===== src/rtl/mmio_regfile_map.sv =====
// mmio_regfile_map: dual-port address decoder and MMIO register file placed in
// front of the shared SRAM. Low addresses map to a strided bank of registers;
// addresses at or above SRAM_BASE go to the external SRAM. A small set of flag
// registers carries start/done handshakes for the accelerators.
// Optional feature macro: MEMMAP_ERR_EN (registered unmapped-access pulses on
// err_a/err_b; when undefined both outputs are tied low).
module mmio_regfile_map #(
   parameter int                     DATA_WIDTH      = 32,
   parameter int                     ADDR_WIDTH      = 32,
   parameter int                     NUM_REGS        = 16,
   parameter int                     REG_STRIDE_LOG2 = 8,
   parameter logic [ADDR_WIDTH-1:0]  SRAM_BASE       = 32'h0000_1000,
   parameter int                     NUM_ACCEL       = 3,
   parameter int                     FLAG_BASE       = 10
) (
   input  logic                           clk,
   input  logic                           rst_n,
   input  logic [ADDR_WIDTH-1:0]          addr_a,
   input  logic [ADDR_WIDTH-1:0]          addr_b,
   input  logic [DATA_WIDTH-1:0]          data_a,
   input  logic [DATA_WIDTH-1:0]          data_b,
   input  logic                           we_a,
   input  logic                           we_b,
   output logic [DATA_WIDTH-1:0]          q_a,
   output logic [DATA_WIDTH-1:0]          q_b,
   output logic                           sram_we_a,
   output logic                           sram_we_b,
   input  logic [DATA_WIDTH-1:0]          sram_q_a,
   input  logic [DATA_WIDTH-1:0]          sram_q_b,
   output logic [NUM_REGS*DATA_WIDTH-1:0] regs_flat,
   output logic [NUM_ACCEL-1:0]           start,
   input  logic [NUM_ACCEL-1:0]           done,
   output logic                           err_a,
   output logic                           err_b
);

   localparam int IDX_W = ADDR_WIDTH - REG_STRIDE_LOG2;
   localparam int RI_W  = $clog2(NUM_REGS);

   localparam logic [1:0] SEL_NONE = 2'd0;
   localparam logic [1:0] SEL_SRAM = 2'd1;
   localparam logic [1:0] SEL_REG  = 2'd2;

   logic [DATA_WIDTH-1:0] regs_r     [NUM_REGS];
   logic [DATA_WIDTH-1:0] regs_nxt_s [NUM_REGS];
   logic [NUM_ACCEL-1:0]  start_nxt_s;
   logic [NUM_ACCEL-1:0]  start_r;

   logic                  sram_hit_a_s, sram_hit_b_s;
   logic                  reg_hit_a_s, reg_hit_b_s;
   logic [RI_W-1:0]       idx_a_s, idx_b_s;
   logic                  wr_a_s, wr_b_s;

   logic [1:0]            sel_a_r, sel_b_r;
   logic [DATA_WIDTH-1:0] rdreg_a_r, rdreg_b_r;

   // Address decode: SRAM window, aligned in-range register hit, else unmapped.
   always_comb begin
      sram_hit_a_s = (addr_a >= SRAM_BASE);
      sram_hit_b_s = (addr_b >= SRAM_BASE);
      reg_hit_a_s  = !sram_hit_a_s
                     && (addr_a[ADDR_WIDTH-1:REG_STRIDE_LOG2] < IDX_W'(NUM_REGS))
                     && (addr_a[REG_STRIDE_LOG2-1:0] == '0);
      reg_hit_b_s  = !sram_hit_b_s
                     && (addr_b[ADDR_WIDTH-1:REG_STRIDE_LOG2] < IDX_W'(NUM_REGS))
                     && (addr_b[REG_STRIDE_LOG2-1:0] == '0);
      idx_a_s      = addr_a[REG_STRIDE_LOG2 +: RI_W];
      idx_b_s      = addr_b[REG_STRIDE_LOG2 +: RI_W];
      wr_a_s       = we_a && reg_hit_a_s;
      wr_b_s       = we_b && reg_hit_b_s;
   end

   assign sram_we_a = we_a && sram_hit_a_s;
   assign sram_we_b = we_b && sram_hit_b_s;

   // Next register state: B first so A overrides on a same-index collision,
   // then done clears and start qualification on the flag registers.
   always_comb begin
      regs_nxt_s  = regs_r;
      start_nxt_s = '0;
      if (wr_b_s) begin
         regs_nxt_s[idx_b_s] = data_b;
      end else begin
         regs_nxt_s[idx_b_s] = regs_nxt_s[idx_b_s];
      end
      if (wr_a_s) begin
         regs_nxt_s[idx_a_s] = data_a;
      end else begin
         regs_nxt_s[idx_a_s] = regs_nxt_s[idx_a_s];
      end
      for (int k = 0; k < NUM_ACCEL; k++) begin
         if (done[k]) begin
            regs_nxt_s[FLAG_BASE+k] = '0;
            start_nxt_s[k]          = 1'b0;
         end else if (((wr_a_s && (idx_a_s == RI_W'(FLAG_BASE + k)))
                       || (wr_b_s && (idx_b_s == RI_W'(FLAG_BASE + k))))
                      && (regs_r[FLAG_BASE+k] == '0)
                      && (regs_nxt_s[FLAG_BASE+k] != '0)) begin
            start_nxt_s[k] = 1'b1;
         end else begin
            start_nxt_s[k] = 1'b0;
         end
      end
   end

   // Register bank, start pulses, per-port read selects and old-value capture.
   always_ff @(posedge clk or negedge rst_n) begin
      if (!rst_n) begin
         for (int i = 0; i < NUM_REGS; i++) begin
            regs_r[i] <= '0;
         end
         start_r   <= '0;
         sel_a_r   <= SEL_NONE;
         sel_b_r   <= SEL_NONE;
         rdreg_a_r <= '0;
         rdreg_b_r <= '0;
      end else begin
         regs_r    <= regs_nxt_s;
         start_r   <= start_nxt_s;
         sel_a_r   <= sram_hit_a_s ? SEL_SRAM : (reg_hit_a_s ? SEL_REG : SEL_NONE);
         sel_b_r   <= sram_hit_b_s ? SEL_SRAM : (reg_hit_b_s ? SEL_REG : SEL_NONE);
         rdreg_a_r <= reg_hit_a_s ? regs_r[idx_a_s] : '0;
         rdreg_b_r <= reg_hit_b_s ? regs_r[idx_b_s] : '0;
      end
   end

   // Independent per-port read muxes driven by each port's own select.
   always_comb begin
      case (sel_a_r)
         SEL_SRAM: q_a = sram_q_a;
         SEL_REG:  q_a = rdreg_a_r;
         default:  q_a = '0;
      endcase
      case (sel_b_r)
         SEL_SRAM: q_b = sram_q_b;
         SEL_REG:  q_b = rdreg_b_r;
         default:  q_b = '0;
      endcase
   end

   assign start = start_r;

   generate
      for (genvar g = 0; g < NUM_REGS; g++) begin : g_flat
         assign regs_flat[g*DATA_WIDTH +: DATA_WIDTH] = regs_r[g];
      end
   endgenerate

`ifdef MEMMAP_ERR_EN
   logic err_a_r, err_b_r;

   // Registered pulse for any access that hits neither SRAM nor a register.
   always_ff @(posedge clk or negedge rst_n) begin
      if (!rst_n) begin
         err_a_r <= 1'b0;
         err_b_r <= 1'b0;
      end else begin
         err_a_r <= !sram_hit_a_s && !reg_hit_a_s;
         err_b_r <= !sram_hit_b_s && !reg_hit_b_s;
      end
   end

   assign err_a = err_a_r;
   assign err_b = err_b_r;
`else
   assign err_a = 1'b0;
   assign err_b = 1'b0;
`endif

endmodule


===== config.mk =====
export PLATFORM = sky130hd
export DESIGN_NAME = mmio_regfile_map
export DESIGN_NICKNAME = d
export VERILOG_FILES = /design/src/rtl/mmio_regfile_map.sv
export SDC_FILE = /design/constraint.sdc
export NUM_CORES = 2
export LEC_CHECK = 0
export CELL_PAD_IN_SITES_DETAIL_PLACEMENT = 1
export CELL_PAD_IN_SITES_GLOBAL_PLACEMENT = 1
export CORE_MARGIN = 4
export CORE_UTILIZATION = 35
export CTS_CLUSTER_SIZE = 10
export DETAILED_ROUTE_END_ITERATION = 10
export GPL_TIMING_DRIVEN = 0
export PLACE_DENSITY = 0.81
export RECOVER_POWER = 25
export SYNTH_ARGS = -nofsm -noshare
export SYNTH_HDL_FRONTEND = slang
export SYNTH_SLANG_ARGS = --single-unit

===== constraint.sdc =====
create_clock -name clk -period 3.55 [get_ports clk]
set_input_delay 0.8875 -clock clk [delete_from_list [all_inputs] [get_ports clk]]
set_output_delay 0.8875 -clock clk [all_outputs]
set_load 0.02 [all_outputs]

==> summary.md, run 1 <==
| Metric | Value |
|---|---|
| Status | `did not finish` |
| Stop stage | `5_1_grt` |
| Tool error | `[ERROR GRT-0116] Global routing finished with congestion. Check the congestion regions in the DRC Viewer.` |
| Mapped Cells | `5231` |
| H-tree Lvls | `3` |
| Count leader, synth | `nand2_1` |
| Io pins | `slightly below 800` |
| FP Rows | `between 100 and 150` |
| Synth cell types | `110` |
| Fraction of registers with async set/reset | `between 90% and 100%` |
| Commonest cells post-synth | `644 x nand2_1, 583 x dfrtp_1, 510 x nor2_1` |
| Area leader, netlist | `dfrtp_1` |
| EDFF count, synth | `0` |
| Pin count of the biggest net entering global routing | `between 100 and 150` |
| Grt ovf | `slightly above 500` |
| Synthesized area | `between 40000 and 50000 sq um` |
| Post-synthesis sequential area ratio | `32.3%` |
| Yosys reg bits | `583` |
| Placed cell count | `between 7000 and 8000` |
| CTS root buf | `clkbuf_16` |
| Global-route wire length before repair | `around 800 mm` |
| Yosys warns | `0` |
| Die Width | `between 300 and 400 microns` |
| Vias in the first global route | `about 77000` |
| Area share of the leading cell type in the synthesized netlist | `32.3%` |
| Number of buffers added on ports | `approximately 770` |
| Clock Sinks | `583` |
| Die Y-Extent | `about 370 microns` |
| Detailed Place HPWL | `approximately 400 mm` |
| Placer Congestion | `about 1.3` |
| Area contributors post-synth | `dfrtp_1 32%, mux4_2 12%, o21ai_0 5.5%` |
| CTS buffer count | `75` |
| Max Root-Sink Buffers | `3` |
| Synthesized area per cell | `8.63 sq um` |
| Placed cell area | `56000 sq um` |
| Ys flop type | `dfrtp_1` |
| Initial Util | `between 30% and 40%` |
| Total track usage | `between 80% and 90%` |
cell families after synthesis:
kind of cell	count (synthesis)	share of synthesized area (%)
buffers and inverters	619	5.89
other	1	0.00830
AOI/OAI and AO/OA	1905	28.3
DFF	583	32.3
adders and majority gates	4	0.111
xor gates and xnor gates	4	0.0942
muxes	396	15.7
and+or+nand+nor	1719	17.6
per-layer routing:
layer  overflow  global-route usage [%]
met3         36                    77.1
met1         26                    86.8
met2        236                    94.3
met5          1                    54.8
met4        219                    80.9
metrics by stage:
step | util (%) | setup WS, ns
2_1_floorplan | - | -0.331
4_1_cts | 53.3 | -0.436
3_5_place_dp | 43.8 | -4.73
3_3_place_gp | 43.4 | -25.81
repair_timing:
| action | 4_1_cts |
|---|---|
| endpoints found under the setup margin | 639 |
| hold buffers | 0 |
| pin swaps | 198 |
| gates resized for setup | 1680 |
| gates cloned | 16 |
| buffers inserted | 391 |
==> run 2: changes to the inputs <==
==> config.mk (replaced) <==
export PLATFORM = sky130hd
export DESIGN_NAME = mmio_regfile_map
export DESIGN_NICKNAME = d
export VERILOG_FILES = /design/src/rtl/mmio_regfile_map.sv
export SDC_FILE = /design/constraint.sdc
export NUM_CORES = 2
export LEC_CHECK = 0
export CORE_MARGIN = 4
export CORE_UTILIZATION = 20
export DETAILED_ROUTE_END_ITERATION = 10
export GPL_TIMING_DRIVEN = 0
export PLACE_DENSITY_LB_ADDON = 0.15
export RECOVER_POWER = 25
export SYNTH_ARGS = -nofsm -noshare
export SYNTH_HDL_FRONTEND = slang
export SYNTH_SLANG_ARGS = --single-unit
==> run 2 against run 1 <==
Against the previous run: the flow now finishes, with violations (max-capacitance violations, max-slew violations, negative setup slack); synthesized cell count did not move; synthesized area did not move.
==> summary.md, run 2 <==
| Metric | Value |
|---|---|
| Leakage | `roughly 0.027 uW` |
| Detailed Place HPWL | `514 mm (was 400 mm)` |
| Nets | `around 6700` |
| Placed cell area | `58400 sq um (was 56000 sq um)` |
| R2R cell count | `12` |
| FP Rows | `174 (was 131)` |
| EDFF count, synth | `0 (unchanged)` |
| Yosys warns | `0 (unchanged)` |
| Initial Util | `20.1% (was 35.3%)` |
| Vias in the first global route | `~60000` |
| Xor and xnor area share after synthesis | `0.0942% (unchanged)` |
| Pin count of the biggest net entering global routing | `~120` |
| Vias | `roughly 67000` |
| GRT Max-Usage Layer | `met2` |
| F_max | `approximately 0.22 GHz` |
| Yosys reg bits | `583 (unchanged)` |
| Setup violators final | `700` |
| Tmin final | `approximately 4.5 ns` |
| Initial DRT Pass Iterations | `9` |
| Largest family of logic cells by synthesized area | `compound AO/OA/AOI/OAI gates (unchanged)` |
| CP Max Fanout | `8` |
| Synth cell types | `110 (unchanged)` |
| HP Class | `primary input to flop` |
| Clock Sinks | `583 (unchanged)` |
| Area share of the leading cell type in the synthesized netlist | `32.3% (unchanged)` |
| DR vias/cell | `approximately 7` |
| Clk Latency, worst-skew pair | `between 0.7 and 0.8 ns` |
| Final instance area | `about 72000 sq um` |
| Io pins | `782 (unchanged)` |
| Final Instance Count excl. Fillers | `roughly 9700` |
| Global-route wire length before repair | `between 700 and 800 mm` |
| Worst Tran Pin Value | `2.43 ns` |
| Synthesized area per cell | `8.63 sq um (unchanged)` |
| WL final | `~650 mm` |
| Max Cap Violations | `2` |
| H-tree Lvls | `3 (unchanged)` |
| Die Y-Extent | `483 microns (was 367 microns)` |
| Sequential share of power | `32.2%` |
| Layout area overhead | `59.0%` |
| Slew HR | `-61.7%` |
| Core box area | `approximately 220000 sq um` |
| Clk pwr share | `19.2%` |
| Post-route setup slack | `-0.954 ns` |
| DRT iter0 DRCs | `around 12000` |
| CP arrival | `5.14 ns` |
| Commonest non-fill, non-tap cells in the layout | `735 x clkdlybuf4s50_1, 611 x nand2_1, 546 x dfrtp_1, 469 x nor2_1, 434 x o21ai_0` |
| Final hold violations | `0` |
| Met3 GRT Util | `25.9%` |
| Number of buffers added on ports | `774 (unchanged)` |
| Commonest cells post-synth | `644 x nand2_1, 583 x dfrtp_1, 510 x nor2_1 (unchanged)` |
| CP startpoint kind | `primary input` |
| Period Utilization, post-route | `127%` |
| PwrDens | `just over 600 nW/um^2` |
| Clk pin slew, worst setup/hold paths | `0.06 ns` |
| Grt met1 use | `a little over three fifths` |
| Total track usage | `a little over half` |
| Mux contribution to synthesized area | `15.7% (unchanged)` |
| WL/cell | `67.2 microns` |
| Grt ovf | `0` |
| Crit. End Element | `flop` |
| Compound-cell area share of the yosys netlist | `28.3% (unchanged)` |
| VDD IR max | `a little under 0.0004 V` |
| Failing checks | `max-capacitance violations, max-slew violations, negative setup slack` |
| Drc violations | `0` |
| Fin Clk Skew | `0.0329 ns` |
| CTS root buf | `clkbuf_16 (unchanged)` |
| Layout cells sized above 1 | `between 20% and 30%` |
| Required time worst endpoint | `around 4.2 ns` |
| Grt met2 use | `between 70 and 80%` |
| Status | `complete, but fails checks (was did not finish)` |
| Initial antenna violation count | `roughly 120` |
| CTS buffer count | `78 (was 75)` |
| Placed cell count | `9054 (was 7695)` |
| Die Width | `483 microns (was 367 microns)` |
| Max Root-Sink Buffers | `3 (unchanged)` |
| Fillers | `around 24000` |
| Commonest non-fill, non-tap cell in the layout | `clkdlybuf4s50_1` |
| Combinational share of power | `48.6%` |
| Final ANT Viol Nets | `0` |
| Mapped Cells | `5231 (unchanged)` |
| Placer Congestion | `1.12 (was 1.33)` |
| Internal | `~21000 uW` |
| Hold buffer count at cts | `0 (unchanged)` |
| Sw Share | `between 50% and 60%` |
| Max reg flops | `512` |
| Count leader, synth | `nand2_1 (unchanged)` |
| Die area | `roughly 230000 sq um` |
| P_sw | `approximately 24000 uW` |
| CTS tree | `yes` |
| Critical Setup Path Class | `primary input to flop` |
| Worst Hold Depth | `2` |
| Area contributors post-synth | `dfrtp_1 32%, mux4_2 12%, o21ai_0 5.5% (unchanged)` |
| Fraction of registers with async set/reset | `100% (unchanged)` |
| Unrepaired setup endpoints after global routing | `yes` |
| Area leader, netlist | `dfrtp_1 (unchanged)` |
| Post-synthesis sequential area ratio | `32.3% (unchanged)` |
| Ys flop type | `dfrtp_1 (unchanged)` |
| Synth Area in Adders | `0.111% (unchanged)` |
| Simple-gate share of the synthesized area | `17.6% (unchanged)` |
| Fin. max-slew vios | `78` |
| Synthesized area | `45200 sq um (unchanged)` |
==> run 2: cell counts after synthesis <==
Identical to the previous run, type by type.
==> run 2: metrics by stage <==
step	total power, uW	TNS (ns)	hold WS [ns]	util (%)	setup WS [ns]
detailed placement	31100	-2337.65	0.650	26.0	-5.88
floorplan	17000	-4.02	0.592	-	-0.331
global route	43500	-298.91	0.595	31.9	-0.824
finish	44200	-291.96	0.585	32.0	-0.954
global placement	30900	-	0.650	25.4	-28.17
CTS	41600	-205.05	0.158	31.1	-0.664
==> run 2: layout make-up <==
class	instances	area [sq um]	share of cell area, %
multi-input cells	4030	31700	44.2
clock buffers	114	2280	3.17
well taps	2992	3740	5.21
diodes	89	223	0.310
repair buffers	1244	12800	17.9
inverters	22	108	0.150
flip-flops and latches	583	14600	20.4
clock inverters	25	357	0.497
plain buffers	586	5860	8.16
==> run 2: cells by family (layout without fill, tap and decap cells) <==
group           count (synthesis)  in the layout
compound gates               1905           1905
simple gates                 1719           1719
buf+inv                       619           1991
flops                         583            583
mux                           396            396
fa+ha+maj                       4              4
xor+xnor                        4              4
other cells                     1             91
==> run 2: repair_timing <==
item	CTS	global route
endpoints found under the hold margin	0	0
buffers inserted	325	79
resized for setup	1457	265
pin swaps	157	62
setup endpoints to repair	643	598
cloned	7	2
==> run 2: final timing paths <==
kind / from / endpoint / slack, ns
setup / recovery: addr_b[9] / start[1] / -0.95
hold / removal: done[2] / regs_flat[414] / 0.59
setup reg to reg: regs_flat[283] / start[2] / -0.95
hold reg to reg: regs_flat[14] / regs_flat[14] / 0.72
max in group asynchronous: rst_n / regs_flat[165] / -0.10
min in group asynchronous: rst_n / regs_flat[330] / 0.82
==> run 2: power groups by stage <==
stage          clock network, uW  registers (uW)  logic (uW)
2_1_floorplan                  0           11200        5880
3_3_place_gp                   0           13600       17400
3_5_place_dp                   0           13500       17600
4_1_cts                     8470           13500       19700
5_1_grt                     8720           13600       21100
6_report                    8470           14200       21500
==> run 2: routing by layer <==
metal / part of all wire, % / vias to the layer above / wire length (microns)
met3: 14 / 2157 / 88800
met4: 10 / 44 / 66500
met5: 0.068 / - / 445
met1: 37 / 34600 / 242000
met2: 39 / 7292 / 253000
li1: - / 22900 / -
==> run 2: worst max-delay path, cell delays in order <==
cell	delay, ns
buf_16	0.11
buf_12	0.15
buf_16	0.15
buf_16	0.15
buf_16	0.23
buf_4	0.30
mux2i_1	0.39
a22oi_1	0.18
a21oi_4	0.25
buf_4	0.15
a211oi_2	0.08
o221ai_2	0.47
nand4bb_1	0.25
o21ai_4	0.22
buf_8	0.21
o21a_2	0.27
o2111ai_2	0.18
nor4_4	0.29
a21oi_2	0.14
(Power assumes the default switching activity.)
